File: src/rtl/clock_pkg.sv
// Shared types and constants for the multiplexed HH:MM:SS display clock.
package clock_pkg;

    typedef enum logic [1:0] {
        RUN      = 2'd0,
        SET_HOUR = 2'd1,
        SET_MIN  = 2'd2
    } set_state_e;

    localparam logic [5:0] SEC_MAX  = 6'd59;
    localparam logic [5:0] MIN_MAX  = 6'd59;
    localparam logic [4:0] HOUR_MAX = 5'd23;

    // Segment patterns, bit6 = a ... bit0 = g, active-high.
    localparam logic [6:0] SEG_0     = 7'b1111110;
    localparam logic [6:0] SEG_1     = 7'b0110000;
    localparam logic [6:0] SEG_2     = 7'b1101101;
    localparam logic [6:0] SEG_3     = 7'b1111001;
    localparam logic [6:0] SEG_4     = 7'b0110011;
    localparam logic [6:0] SEG_5     = 7'b1011011;
    localparam logic [6:0] SEG_6     = 7'b1011111;
    localparam logic [6:0] SEG_7     = 7'b1110000;
    localparam logic [6:0] SEG_8     = 7'b1111111;
    localparam logic [6:0] SEG_9     = 7'b1111011;
    localparam logic [6:0] SEG_BLANK = 7'b0000000;

    // Binary 0..59 to packed {tens, units} BCD.
    function automatic logic [7:0] to_bcd(input logic [5:0] v);
        logic [3:0] t;
        logic [3:0] u;
        t = 4'(v / 6'd10);
        u = 4'(v - 6'(t) * 6'd10);
        return {t, u};
    endfunction

endpackage

File: src/rtl/seg7_decoder.sv
// BCD digit to 7-segment pattern with blanking and selectable output polarity.
module seg7_decoder
    import clock_pkg::*;
#(
    parameter int ACT_LOW = 0
) (
    input  logic [3:0] bcd,
    input  logic       blank,
    output logic [6:0] seg
);

    logic [6:0] pat;

    always_comb begin
        pat = SEG_BLANK;
        if (!blank) begin
            case (bcd)
                4'd0:    pat = SEG_0;
                4'd1:    pat = SEG_1;
                4'd2:    pat = SEG_2;
                4'd3:    pat = SEG_3;
                4'd4:    pat = SEG_4;
                4'd5:    pat = SEG_5;
                4'd6:    pat = SEG_6;
                4'd7:    pat = SEG_7;
                4'd8:    pat = SEG_8;
                4'd9:    pat = SEG_9;
                default: pat = SEG_BLANK;
            endcase
        end
        seg = (ACT_LOW != 0) ? ~pat : pat;
    end

endmodule

File: src/rtl/digital_clock_scan.sv
// 24-hour HH:MM:SS clock with button time-set and a six-digit multiplexed
// 7-segment driver (optional 12-hour display, blinking edit field).
module digital_clock_scan
    import clock_pkg::*;
#(
    parameter int TICK_DIV    = 50_000_000,
    parameter int SCAN_DIV    = 50_000,
    parameter int SEG_ACT_LOW = 0,
    parameter int DIG_ACT_LOW = 0
) (
    input  logic        clk,
    input  logic        clr,
    input  logic        btn_mode,
    input  logic        btn_inc,
    input  logic        mode_12h,
    output logic [6:0]  seg,
    output logic [5:0]  dig_sel,
    output logic [23:0] time_bcd,
    output logic        pm,
    output logic [1:0]  set_state,
    output logic        hour_pulse
);

    localparam int TICK_W = $clog2(TICK_DIV);
    localparam int SCAN_W = (SCAN_DIV > 1) ? $clog2(SCAN_DIV) : 1;

    localparam logic [TICK_W-1:0] TICK_LAST   = TICK_W'(TICK_DIV - 1);
    localparam logic [TICK_W-1:0] BLINK_START = TICK_W'(TICK_DIV / 2);
    localparam logic [SCAN_W-1:0] SCAN_LAST   = SCAN_W'(SCAN_DIV - 1);
    localparam logic [6:0]        SEG_OFF     = (SEG_ACT_LOW != 0) ? 7'h7F : 7'h00;
    localparam logic [5:0]        DIG_OFF     = (DIG_ACT_LOW != 0) ? 6'h3F : 6'h00;

    logic [TICK_W-1:0] tick_cnt_q, tick_cnt_d;
    logic [SCAN_W-1:0] scan_cnt_q, scan_cnt_d;
    logic [2:0]        dig_idx_q, dig_idx_d;
    logic [5:0]        sec_q, sec_d;
    logic [5:0]        min_q, min_d;
    logic [4:0]        hour_q, hour_d;
    set_state_e        state_q, state_d;
    logic              hour_pulse_q, hour_pulse_d;
    logic [6:0]        seg_q, seg_d;
    logic [5:0]        dig_sel_q, dig_sel_d;

    logic              tick;
    logic              blink;
    logic [7:0]        hr_bcd, mn_bcd, sc_bcd;
    logic [4:0]        hour_disp;
    logic [7:0]        hr_disp_bcd;
    logic              hr_tens_blank;
    logic [3:0]        digit_bcd;
    logic              digit_blank;
    logic [6:0]        seg_pat;

    assign tick  = (tick_cnt_q == TICK_LAST);
    assign blink = (tick_cnt_q >= BLINK_START);

    // Timekeeping and set-mode state machine
    always_comb begin
        tick_cnt_d   = tick ? '0 : tick_cnt_q + 1'b1;
        sec_d        = sec_q;
        min_d        = min_q;
        hour_d       = hour_q;
        state_d      = state_q;
        hour_pulse_d = 1'b0;
        case (state_q)
            RUN: begin
                if (btn_mode) begin
                    state_d = SET_HOUR;
                    sec_d   = '0;
                end else if (tick) begin
                    if (sec_q == SEC_MAX) begin
                        sec_d = '0;
                        if (min_q == MIN_MAX) begin
                            min_d        = '0;
                            hour_pulse_d = 1'b1;
                            hour_d       = (hour_q == HOUR_MAX) ? '0 : hour_q + 1'b1;
                        end else begin
                            min_d = min_q + 1'b1;
                        end
                    end else begin
                        sec_d = sec_q + 1'b1;
                    end
                end
            end
            SET_HOUR: begin
                if (btn_mode) begin
                    state_d = SET_MIN;
                end else if (btn_inc) begin
                    hour_d = (hour_q == HOUR_MAX) ? '0 : hour_q + 1'b1;
                end
            end
            SET_MIN: begin
                // Restart the prescaler so the first second after editing is a full one.
                if (btn_mode) begin
                    state_d    = RUN;
                    tick_cnt_d = '0;
                end else if (btn_inc) begin
                    min_d = (min_q == MIN_MAX) ? '0 : min_q + 1'b1;
                end
            end
            default: state_d = RUN;
        endcase
    end

    always_comb begin
        hr_bcd = to_bcd({1'b0, hour_q});
        mn_bcd = to_bcd(min_q);
        sc_bcd = to_bcd(sec_q);

        if (hour_q == 5'd0) begin
            hour_disp = 5'd12;
        end else if (hour_q > 5'd12) begin
            hour_disp = hour_q - 5'd12;
        end else begin
            hour_disp = hour_q;
        end
        hr_disp_bcd   = mode_12h ? to_bcd({1'b0, hour_disp}) : hr_bcd;
        hr_tens_blank = mode_12h && (hr_disp_bcd[7:4] == 4'd0);
    end

    // Digit select for the current scan slot, including edit-field blink
    always_comb begin
        digit_bcd   = 4'd0;
        digit_blank = 1'b0;
        case (dig_idx_q)
            3'd0: digit_bcd = sc_bcd[3:0];
            3'd1: digit_bcd = sc_bcd[7:4];
            3'd2: begin
                digit_bcd   = mn_bcd[3:0];
                digit_blank = (state_q == SET_MIN) && blink;
            end
            3'd3: begin
                digit_bcd   = mn_bcd[7:4];
                digit_blank = (state_q == SET_MIN) && blink;
            end
            3'd4: begin
                digit_bcd   = hr_disp_bcd[3:0];
                digit_blank = (state_q == SET_HOUR) && blink;
            end
            3'd5: begin
                digit_bcd   = hr_disp_bcd[7:4];
                digit_blank = ((state_q == SET_HOUR) && blink) || hr_tens_blank;
            end
            default: digit_blank = 1'b1;
        endcase
    end

    seg7_decoder #(
        .ACT_LOW(SEG_ACT_LOW)
    ) u_seg7 (
        .bcd  (digit_bcd),
        .blank(digit_blank),
        .seg  (seg_pat)
    );

    always_comb begin
        scan_cnt_d = scan_cnt_q + 1'b1;
        dig_idx_d  = dig_idx_q;
        if (scan_cnt_q == SCAN_LAST) begin
            scan_cnt_d = '0;
            dig_idx_d  = (dig_idx_q == 3'd5) ? 3'd0 : dig_idx_q + 1'b1;
        end
        seg_d     = seg_pat;
        dig_sel_d = DIG_OFF ^ (6'b000001 << dig_idx_q);
    end

    always_ff @(posedge clk or negedge clr) begin
        if (!clr) begin
            tick_cnt_q   <= '0;
            scan_cnt_q   <= '0;
            dig_idx_q    <= '0;
            sec_q        <= '0;
            min_q        <= '0;
            hour_q       <= '0;
            state_q      <= RUN;
            hour_pulse_q <= 1'b0;
            seg_q        <= SEG_OFF;
            dig_sel_q    <= DIG_OFF;
        end else begin
            tick_cnt_q   <= tick_cnt_d;
            scan_cnt_q   <= scan_cnt_d;
            dig_idx_q    <= dig_idx_d;
            sec_q        <= sec_d;
            min_q        <= min_d;
            hour_q       <= hour_d;
            state_q      <= state_d;
            hour_pulse_q <= hour_pulse_d;
            seg_q        <= seg_d;
            dig_sel_q    <= dig_sel_d;
        end
    end

    assign seg        = seg_q;
    assign dig_sel    = dig_sel_q;
    assign time_bcd   = {hr_bcd, mn_bcd, sc_bcd};
    assign pm         = (hour_q >= 5'd12);
    assign set_state  = state_q;
    assign hour_pulse = hour_pulse_q;

endmodule

File: config.mk
export PLATFORM = sky130hd
export DESIGN_NAME = digital_clock_scan
export DESIGN_NICKNAME = d
export VERILOG_FILES = /design/src/rtl/clock_pkg.sv /design/src/rtl/seg7_decoder.sv /design/src/rtl/digital_clock_scan.sv
export SDC_FILE = /design/constraint.sdc
export NUM_CORES = 1
export LEC_CHECK = 0
export BUFFER_PORTS_ARGS = -buffer_cell sky130_fd_sc_hd__buf_2
export CAP_MARGIN = 10
export CORE_MARGIN = 5
export CORE_UTILIZATION = 55
export CTS_CLUSTER_SIZE = 28
export DETAILED_ROUTE_END_ITERATION = 16
export GPL_TIMING_DRIVEN = 0
export PLACE_DENSITY = 0.8
export SETUP_SLACK_MARGIN = 0.4
export SYNTH_ARGS = -nofsm -noshare
export SYNTH_HDL_FRONTEND = slang
export SYNTH_SLANG_ARGS = --single-unit
File: constraint.sdc
create_clock -name clk -period 5.6 [get_ports clk]
set_input_delay 0 -clock clk [delete_from_list [all_inputs] [get_ports clk]]
set_output_delay 0 -clock clk [all_outputs]
set_load 0.005 [all_outputs]
==> results of run 1 <==
power groups by stage:
stage / clock network (mW) / logic, mW / registers [mW]
after global routing: 0.530 / 0.767 / 0.698
after CTS: 0.504 / 0.678 / 0.686
after floorplan: 0 / 0.473 / 0.676
final: 0.492 / 0.680 / 0.688
after global placement: 0 / 0.649 / 0.694
after detailed placement: 0 / 0.674 / 0.696
routing by layer:
layer  vias to the layer above  part of all wire, %  track usage (%)
met5                         -                    0                0
met4                         0                  1.8            8.025
met3                        23                  4.1            4.060
met2                        99                   50            38.59
met1                      2163                   44            26.07
li1                       2164                    -                -
cells in the final DEF (no fill, tap or decap), drive strengths merged, types with 6 or more instances in the layout:
cell type  Yosys  final
nand2b         9      9
nor3          11     11
clkbuf        13     24
inv           42     42
o21ai         35     35
xnor2         14     14
nor4           6      6
nand4         11     11
nor2          58     58
nor3b          7      7
buf           17     57
mux2i          8      8
nand2         49     49
dfrtp         78     78
and2           7      7
xor2          30     30
nor2b          7      7
and3          14     14
a21oi         22     22
nand3         33     33
ha            34     34
cells by family after synthesis:
kind of cell             Yosys count  share of synthesized area (%)
multiplexers                      13                          2.566
other                              1                        0.07055
buffers and inverters             72                          5.768
AND/OR/NAND/NOR                  237                          23.99
flip-flops                        78                          36.72
XOR/XNOR                          44                          7.250
adder cells (fa/ha/maj)           37                          9.134
AO/OA/AOI/OAI                    112                          14.50
path summary, 6_finish.rpt:
| kind | start | cells past startpoint | endpoint |
|---|---|---|---|
| max in group asynchronous | clr | 3 | scan_cnt_q[14] |
| hold reg to reg | scan_cnt_q[0] | 1 | scan_cnt_q[0] |
| min in group clk | btn_inc | 4 | hour_q[4] |
| hold / removal | clr | 2 | hour_q[4] |
| setup / recovery | min_q[3] | 22 | seg[6] |
| setup reg to reg | min_q[3] | 22 | seg[6] |
critical path, delay by kind of cell (launching register included):
| family | cells | cell delay, ns |
|---|---|---|
| simple gates | 5 | 0.70 |
| compound gates | 7 | 1.56 |
| fa+ha+maj | 4 | 1.26 |
| flops | 1 | 0.44 |
| buf+inv | 6 | 0.80 |
layout make-up:
class                      count  area (um^2)  share of cell area, %
multi-input combinational    447         3083                  51.52
sequential                    78         1952                  32.62
timing repair buffer          43        250.2                  4.181
tap                          129        161.4                  2.697
inverter                      42        157.7                  2.634
buffer                        30        155.1                  2.593
clock buffer                  10        127.6                  2.133
clock inverter                 4        97.59                  1.631
state kept, by name (all words and copies together), names as in the netlist, 3 cells and up:
name and count:
tick_cnt_q 26, dig_sel 6, min_q 6, seg 7, dig_idx_q 3, hour_q 5, sec_q 6, scan_cnt_q 16
what timing repair did:
| item | in CTS | in global routing |
|---|---|---|
| gates resized for setup | 0 | 9 |
| endpoints found under the hold margin | 79 | 0 |
| setup endpoints to repair | 0 | 7 |
| hold buffers | 2 | 0 |
==> impl_metrics.env, run 1 <==
export IMPL_fin_tns_setup_ns=0
export IMPL_die_area_um2=11730
export IMPL_htreeDepth=3
export IMPL_min_period_ns=4.843
export IMPL_arrival_ns=5.11
export IMPL_first_global_vias=4403
export IMPL_async_flop_share_pct=100.0
export IMPL_critPathKind="reg2reg"
export IMPL_core_um2=9328
export IMPL_netlist_area_um2=5315
export IMPL_nets=693
export IMPL_drc=0
export IMPL_tightest_slew_ns=0.7610
export IMPL_yosys_cell_types_count=80
export IMPL_grt_pass1_wl_mm=20.65
export IMPL_synth_most_common_cell="dfrtp_1"
export IMPL_maxSlewHeadroom_pct=48.80
export IMPL_timing_final_crit_share_pct=86.48
export IMPL_cts_buffers=9
export IMPL_cts_sinks=78
export IMPL_place_hpwl_mm=8.909
export IMPL_cp_required_ns=5.87
export IMPL_clockPowerShare_pct=26.4
export IMPL_area_growth_pct=12.59
export IMPL_power_total_mw=1.860
export IMPL_start_util_pct=56.98
export IMPL_finalSetupViolCount=0
export IMPL_finClkSkew_ns=0.01201
export IMPL_synth_edf_count=0
export IMPL_clock_latency_ns=0.35
export IMPL_drive_gt1_share_pct=14.68
export IMPL_synth_seq_cells=78
export IMPL_io_pins=46
export IMPL_seq_area_frac_synth_pct=36.72
export IMPL_ys_warn_count=0
export IMPL_via_per_inst=5.682
export IMPL_hold_path_class="in2async"
export IMPL_grt_start_max_net_pins=59
export IMPL_place_congestion=0.9632
export IMPL_powerDensity_nw_per_um2=310.9
export IMPL_drt_wirelength_per_cell_um=15.34
export IMPL_die_y_um=108.3
export IMPL_p_int_mw=1.198
export IMPL_dp_cells=767
export IMPL_antenna_found_initial=0
export IMPL_antenna_diode_count=0
export IMPL_grt_usage_pct=21.70
export IMPL_switching_share_pct=35.58
export IMPL_cpPeakStageDelay_ns=0.50
export IMPL_irDropWorstVdd_uv=162.2
export IMPL_avgSynthCellArea_um2=8.948
export IMPL_status="finished clean"
export IMPL_port_buffers=40
export IMPL_rsz0062_at_grt="false"
export IMPL_syn_inst=594
export IMPL_hold_viol=0
export IMPL_detailedRoute_firstPassIterationCount=5
export IMPL_combPwrFrac_pct=36.6
export IMPL_setup_slack_ns=0.7572
export IMPL_placed_cell_area_um2=5718
export IMPL_rows=35
export IMPL_switchingPower_mw=0.6619
export IMPL_synth_top_area_share_pct=36.72
export IMPL_cap_viol_max_count=0
export IMPL_clk_transition_reported_paths_ns=0.08
export IMPL_ant_nets=0
export IMPL_yosysTopAreaCell="dfrtp_1"
export IMPL_post_cts_setup_buffer_count=0
export IMPL_drv_slew=0
export IMPL_final_area_um2=5984
export IMPL_post_place_ws_ns=0.5157
export IMPL_cts_path_max_buffers=2
export IMPL_final_util_pct=64.16
export IMPL_fin_cells=783
export IMPL_ff2ff_setup_slack_ns=0.76
export IMPL_holdWs_ns=0.08169
export IMPL_grt_ovfl_total=0
export IMPL_fill_cells=766
export IMPL_cp_max_fo=10
export IMPL_synth_flop_cell="dfrtp_1"
export IMPL_slowest_stage="fa_1"
export IMPL_yosys_top_cells_area="dfrtp_1, ha_1, xor2_1"
export IMPL_fmax_mhz=206.5
export IMPL_critical_path_cell_chain="clkbuf_4 -> inv_1 -> ha_1 -> nand2b_1 -> a22oi_2 -> o31a_1 -> inv_1 -> ha_1 -> nor3b_1 -> a211o_1 -> o22ai_1 -> or2_0 -> clkbuf_2 -> ha_1 -> inv_1 -> fa_1 -> a221oi_2 -> and2_1 -> clkbuf_2 -> nand2_1 -> a31o_2 -> a21oi_1"
export IMPL_drt_total_wl_mm=12.01
export IMPL_synth_commonest_cells="dfrtp_1, nor2_1, nand2_1"
export IMPL_drt_iter0_markers=224
export IMPL_seq_power_share_pct=37.0
export IMPL_total_leakage_power_nw=2.811
export IMPL_cts_root_buf="clkbuf_8"
export IMPL_fp_dieW_um=108.3
export IMPL_vias=4449
export IMPL_cts_tree="built"
export IMPL_critPathLaunchType="flip-flop"
export IMPL_end_kind="flip-flop"
Note: power is estimated with default switching activity, not from simulation.
==> run 2, diff against run 1 <==
Settings changed: CORE_UTILIZATION 55 to 35, PLACE_DENSITY 0.8 to 0.59.
Clock period 5.6 ns to 4.3 ns, I/O delays scaled along.
==> run 2 against run 1 <==
  * Register-to-register slack worse by 0.69 ns
  * Sequential cell count stayed put
  * Maximum frequency grew 14%
  * Cell count rose by 12%
  * Combinational power rose by 44%
  * Clock skew is 0.0036 ns lower
  * Design area is 12% higher
  * Largest power group is now combinational logic
==> impl_metrics.env, run 2 (synthesis results as in run 1) <==
export IMPL_status="finished clean"
export IMPL_drv_slew=0
export IMPL_total_leakage_power_nw=3.069
export IMPL_cts_tree="built"
export IMPL_fill_cells=1406
export IMPL_grt_pass1_wl_mm=22.32
export IMPL_drt_total_wl_mm=13.26
export IMPL_hp_start="btn_mode"
export IMPL_cap_viol_max_count=0
export IMPL_cp_max_fo=5
export IMPL_detailedRoute_firstPassIterationCount=5
export IMPL_rows=45
export IMPL_drc=0
export IMPL_cts_sinks=78
export IMPL_core_um2=15030
export IMPL_top_layer="met4"
export IMPL_final_common_cell="dfrtp_1"
export IMPL_drive_gt1_share_pct=26.27
export IMPL_min_period_ns=4.231
export IMPL_finalSetupViolCount=0
export IMPL_io_pins=46
export IMPL_fp_dieW_um=133.2
export IMPL_r2r_worst_path_cells=22
export IMPL_drt_iter0_markers=213
export IMPL_vias=4589
export IMPL_powerDensity_nw_per_um2=388.0
export IMPL_final_cell_mix="dfrtp_1, nor2_1, nand2_1"
export IMPL_critPathLaunchType="flip-flop"
export IMPL_via_per_inst=5.233
export IMPL_cts_root_buf="clkbuf_16"
export IMPL_irDropWorstVdd_uv=240.0
export IMPL_regToRegEndpoint="seg[3]"
export IMPL_cp_required_ns=4.56
export IMPL_finClkSkew_ns=0.008410
export IMPL_clk_transition_reported_paths_ns=0.06
export IMPL_place_congestion=0.8936
export IMPL_ff2ff_setup_slack_ns=0.07
export IMPL_setup_slack_ns=0.06880
export IMPL_arrival_ns=4.49
export IMPL_area_growth_pct=25.99
export IMPL_grt_start_max_net_pins=50
export IMPL_maxSlewHeadroom_pct=46.45
export IMPL_fmax_mhz=236.3
export IMPL_port_buffers=40
export IMPL_wl_met2_mm=6.768
export IMPL_wl_met1_mm=5.468
export IMPL_place_hpwl_mm=9.598
export IMPL_drt_wirelength_per_cell_um=15.12
export IMPL_grt_usage_pct=15.34
export IMPL_whs_endpoint="set_state[1]"
export IMPL_clock_latency_ns=0.34
export IMPL_hold_path_class="in2reg"
export IMPL_antenna_found_initial=0
export IMPL_die_area_um2=17750
export IMPL_htreeDepth=3
export IMPL_regArea_um2=1958
export IMPL_wl_met3_um=691
export IMPL_r2r_start="min_q[3]"
export IMPL_die_y_um=133.2
export IMPL_end_kind="flip-flop"
export IMPL_placed_cell_area_um2=5967
export IMPL_largest_reg_flops=26
export IMPL_ant_nets=0
export IMPL_rsz0062_at_grt="true"
export IMPL_tightest_slew_ns=0.7958
export IMPL_cts_buffers=9
export IMPL_cts_path_max_buffers=2
export IMPL_start_util_pct=35.36
export IMPL_final_area_um2=6696
export IMPL_timing_final_crit_share_pct=98.40
export IMPL_top_register="tick_cnt_q"
export IMPL_antenna_diode_count=0
export IMPL_nets=726
export IMPL_post_place_ws_ns=-0.2849
export IMPL_multi_input_area_um2=3346
export IMPL_first_global_vias=4618
export IMPL_fin_tns_setup_ns=0
export IMPL_critPathKind="reg2reg"
export IMPL_grt_ovfl_total=0
export IMPL_hold_depth=4
export IMPL_hold_viol=0
[run 2: cell count changes in the layout (fill, tap and decap cells not counted), moves of 3 or more]
| cell | change |
|---|---|
| dfrtp_2 | +5 |
| inv_2 | +7 |
| inv_1 | -9 |
| buf_6 | +8 |
| dfrtp_1 | -5 |
| clkbuf_16 | +9 |
| clkbuf_8 | -5 |
| buf_4 | +29 |
| bufinv_16 | -3 |
| ha_1 | -10 |
| ha_4 | +8 |
[run 2: how the worst max path moves through the flow]
stage,startpoint,to,depth (start not counted)
6_report,min_q[3],seg[3],22
5_1_grt,min_q[3],seg[3],22
4_1_cts,min_q[3],seg[3],22
3_5_place_dp,hour_q[3],seg[3],19
3_3_place_gp,hour_q[3],seg[0],19
2_1_floorplan,min_q[3],seg[0],22
[run 2: what timing repair did]
item | CTS | global route
endpoints found under the setup margin | 11 | 11
pin swaps | 14 | 19
setup buffers | 26 | 8
resized for setup | 19 | 29
hold buffers | 1 | 0
endpoints found under the hold margin | 71 | 0
[run 2: stage by stage]
step           cells  utilization, %  total power, mW  hold slack [ns]
4_1_cts          869           43.45            2.596         0.004696
5_1_grt          877           44.54            2.788          0.07280
6_report         877           44.54            2.598          0.02102
3_5_place_dp     826           39.69            1.816         -0.03214
3_3_place_gp     825           39.49            1.778           0.3676
2_1_floorplan    597               -            1.513          -0.2956
[run 2: metal layers]
layer	track usage, %	vias up
met5	0	-
met4	6.286	0
met3	3.625	21
met2	26.89	110
met1	18.04	2223
li1	-	2235
[run 2: power by group]
group          internal [mW]  switching, mW  total [mW]
Sequential             0.802          0.100       0.903
Combinational          0.436          0.544       0.980
Clock                  0.407          0.309       0.716
Total                   1.64          0.953        2.60
[run 2: worst max-delay path, cell delays in order, from the launching register on]
cell,delay (ns)
dfrtp_1,0.37
buf_6,0.12
inv_6,0.03
ha_4,0.27
nand2b_4,0.12
a22oi_2,0.06
o31a_1,0.33
inv_2,0.10
ha_4,0.19
nor3b_2,0.15
a211o_1,0.27
o22ai_4,0.18
or2_0,0.15
clkbuf_8,0.14
ha_4,0.11
inv_2,0.03
fa_2,0.46
a221oi_2,0.28
and2_1,0.17
clkbuf_8,0.14
mux2i_1,0.20
nand4_1,0.13
a21oi_2,0.14
[run 2: cell type report]
type	instances	area share, %
Clock buffer	11	3.625
Buffer	30	2.990
Inverter	42	2.466
Tap cell	188	3.513
Timing Repair Buffer	76	7.679
Multi-Input combinational cell	447	49.96
Clock inverter	5	0.5232
Sequential cell	78	29.24
==> run 3, diff against run 2 <==
Settings changed: REMOVE_ABC_BUFFERS set to 1.
==> run 3 against run 2 <==
  * Cell count is 2.2% lower
  * Critical path depth fell by 3
  * Design area down 0.99%
  * First-iteration DRC count down 8.5%
  * Via count fell by 2.9%
  * Core utilization shrank 0.44 points
  * Worst setup slack improved by 0.22 ns
  * Sequential share of layout area up 0.35 points
  * Sequential cell count unchanged
  * Sequential power up 2.9%
  * Register-to-register slack improved by 0.22 ns
  * Maximum frequency grew 5.4%
  * Critical endpoint unchanged
  * Largest cell class unchanged
==> impl_metrics.env, run 3 (synthesis results as in run 1) <==
export IMPL_maxSlewHeadroom_pct=42.61
export IMPL_start_util_pct=35.36
export IMPL_ant_nets=0
export IMPL_setup_slack_ns=0.2843
export IMPL_place_hpwl_mm=8.898
export IMPL_powerDensity_nw_per_um2=404.0
export IMPL_cts_tree="built"
export IMPL_port_buffers=41
export IMPL_grt_pass1_wl_mm=21.77
export IMPL_grt_ovfl_total=0
export IMPL_rows=45
export IMPL_drive_gt1_share_pct=26.27
export IMPL_timing_final_crit_share_pct=93.39
export IMPL_core_um2=15030
export IMPL_antenna_found_initial=0
export IMPL_drt_iter0_markers=195
export IMPL_largest_reg_flops=26
export IMPL_critPathKind="reg2reg"
export IMPL_cts_path_max_buffers=2
export IMPL_fmax_mhz=249.0
export IMPL_r2r_worst_path_cells=19
export IMPL_cp_max_fo=5
export IMPL_cap_viol_max_count=0
export IMPL_hold_path_class="in2reg"
export IMPL_htreeDepth=3
export IMPL_finClkSkew_ns=0.007446
export IMPL_rsz0062_at_grt="true"
export IMPL_setup_worst_path_end="seg[3]"
export IMPL_die_area_um2=17750
export IMPL_grt_start_max_net_pins=56
export IMPL_die_y_um=133.2
export IMPL_place_congestion=0.8656
export IMPL_irDropWorstVdd_uv=221.5
export IMPL_via_per_inst=5.193
export IMPL_finalSetupViolCount=0
export IMPL_slowest_stage="fa_2"
export IMPL_antenna_diode_count=0
export IMPL_post_place_ws_ns=-0.8278
export IMPL_vias=4456
export IMPL_ff2ff_setup_slack_ns=0.28
export IMPL_cp_common_cell="ha_4"
export IMPL_detailedRoute_firstPassIterationCount=6
export IMPL_fp_dieW_um=133.2
export IMPL_cts_sinks=78
export IMPL_clk_transition_reported_paths_ns=0.06
export IMPL_drt_total_wl_mm=13.19
export IMPL_cts_buffers=9
export IMPL_first_global_vias=4453
export IMPL_regToRegEndpoint="seg[3]"
export IMPL_total_leakage_power_nw=3.007
export IMPL_end_kind="flip-flop"
export IMPL_clock_latency_ns=0.35
export IMPL_drv_slew=0
export IMPL_top_register="tick_cnt_q"
export IMPL_io_pins=46
export IMPL_critPathLaunchType="flip-flop"
export IMPL_grt_usage_pct=15.01
export IMPL_hold_viol=0
export IMPL_nets=707
export IMPL_min_period_ns=4.016
export IMPL_holdWs_ns=0.02690
export IMPL_startpoint="min_q[3]"
export IMPL_arrival_ns=4.28
export IMPL_cp_required_ns=4.56
export IMPL_status="finished clean"
export IMPL_cpPeakStageDelay_ns=0.46
export IMPL_drt_wirelength_per_cell_um=15.37
export IMPL_cts_root_buf="clkbuf_16"
export IMPL_area_growth_pct=24.74
export IMPL_final_common_cell="dfrtp_1"
export IMPL_power_total_mw=2.678
export IMPL_r2r_start="min_q[3]"
export IMPL_drc=0
export IMPL_final_cell_mix="dfrtp_1, nor2_1, nand2_1"
export IMPL_tightest_slew_ns=0.8588
export IMPL_critical_path_cell_chain="inv_4 -> ha_4 -> nand2b_4 -> a22oi_2 -> o31a_1 -> inv_2 -> ha_4 -> nor3b_2 -> a211o_1 -> o22ai_4 -> or2_4 -> ha_4 -> inv_2 -> fa_2 -> a221oi_4 -> and2_4 -> mux2i_1 -> nand4_1 -> a21oi_2"
[run 3: cell count changes in the layout (fill, tap and decap cells not counted), moves of 2 or more]
cell / previous run / this run
buf_2: 44 / 40
clkbuf_2: 2 / 0
clkinv_4: 2 / 0
dfrtp_2: 5 / 8
buf_6: 8 / 6
buf_4: 37 / 39
bufinv_16: 0 / 2
dfrtp_1: 73 / 70
clkbuf_1: 9 / 2
clkbuf_8: 4 / 1
or2_4: 0 / 2
buf_1: 2 / 0
inv_2: 7 / 9
[run 3: final cells by class]
class	count	area, um^2
Fill cell	1420	8403
Multi-Input combinational cell	447	3358
Sequential cell	78	1962
Timing Repair Buffer	87	598.1
Clock buffer	12	246.5
Tap cell	188	235.2
Inverter	42	160.2
Clock inverter	4	70.07
[run 3: routing by layer]
metal / global-route usage [%] / share of wire (%)
met1: 17.74 / 44
met2: 26.27 / 51
met3: 3.399 / 3.8
met4: 6.286 / 1.9
met5: 0 / 0
[run 3: repair_timing]
item,CTS,global route
gates resized for setup,65,12
endpoints found under the setup margin,13,8
hold buffers,1,0
pin swaps,29,20
endpoints found under the hold margin,78,0
buffers inserted,37,7
[run 3: per-stage QoR]
| stage | std cells | TNS, ns | utilization [%] | area (um^2) |
|---|---|---|---|---|
| floorplan | 567 | -0.5964 | - | 5177 |
| global placement | 796 | -4.542 | 37.37 | 5618 |
| detailed placement | 797 | -5.618 | 37.57 | 5648 |
| CTS | 851 | 0 | 43.30 | 6509 |
| global route | 858 | 0 | 44.10 | 6630 |
| finish | 858 | 0 | 44.10 | 6630 |
[run 3: worst min-delay path by stage]
stage / startpoint / cells after the start / slack (ns) / to
2_1_floorplan: clr / 0 / -0.30 / dig_idx_q[0]
3_3_place_gp: btn_mode / 2 / 0.37 / hour_pulse
3_5_place_dp: clr / 1 / -0.06 / hour_q[2]
4_1_cts: btn_mode / 2 / 0.02 / hour_pulse
5_1_grt: btn_mode / 3 / 0.05 / set_state[1]
6_report: btn_mode / 2 / 0.03 / hour_pulse
[run 3: worst max-delay path, delay by kind of cell (launching register included)]
kind / cells / cell delay [ns]
buf+inv: 3 / 0.19
flops: 1 / 0.42
compound gates: 6 / 1.10
simple gates: 5 / 0.95
fa+ha+maj: 4 / 1.07
mux: 1 / 0.20
[run 3: where the power goes]
part / internal (mW) / total (mW) / switching (mW) / leakage (nW)
clock network: 0.522 / 0.821 / 0.298 / 0.157
registers: 0.803 / 0.929 / 0.126 / 1.00
logic: 0.420 / 0.929 / 0.509 / 1.85
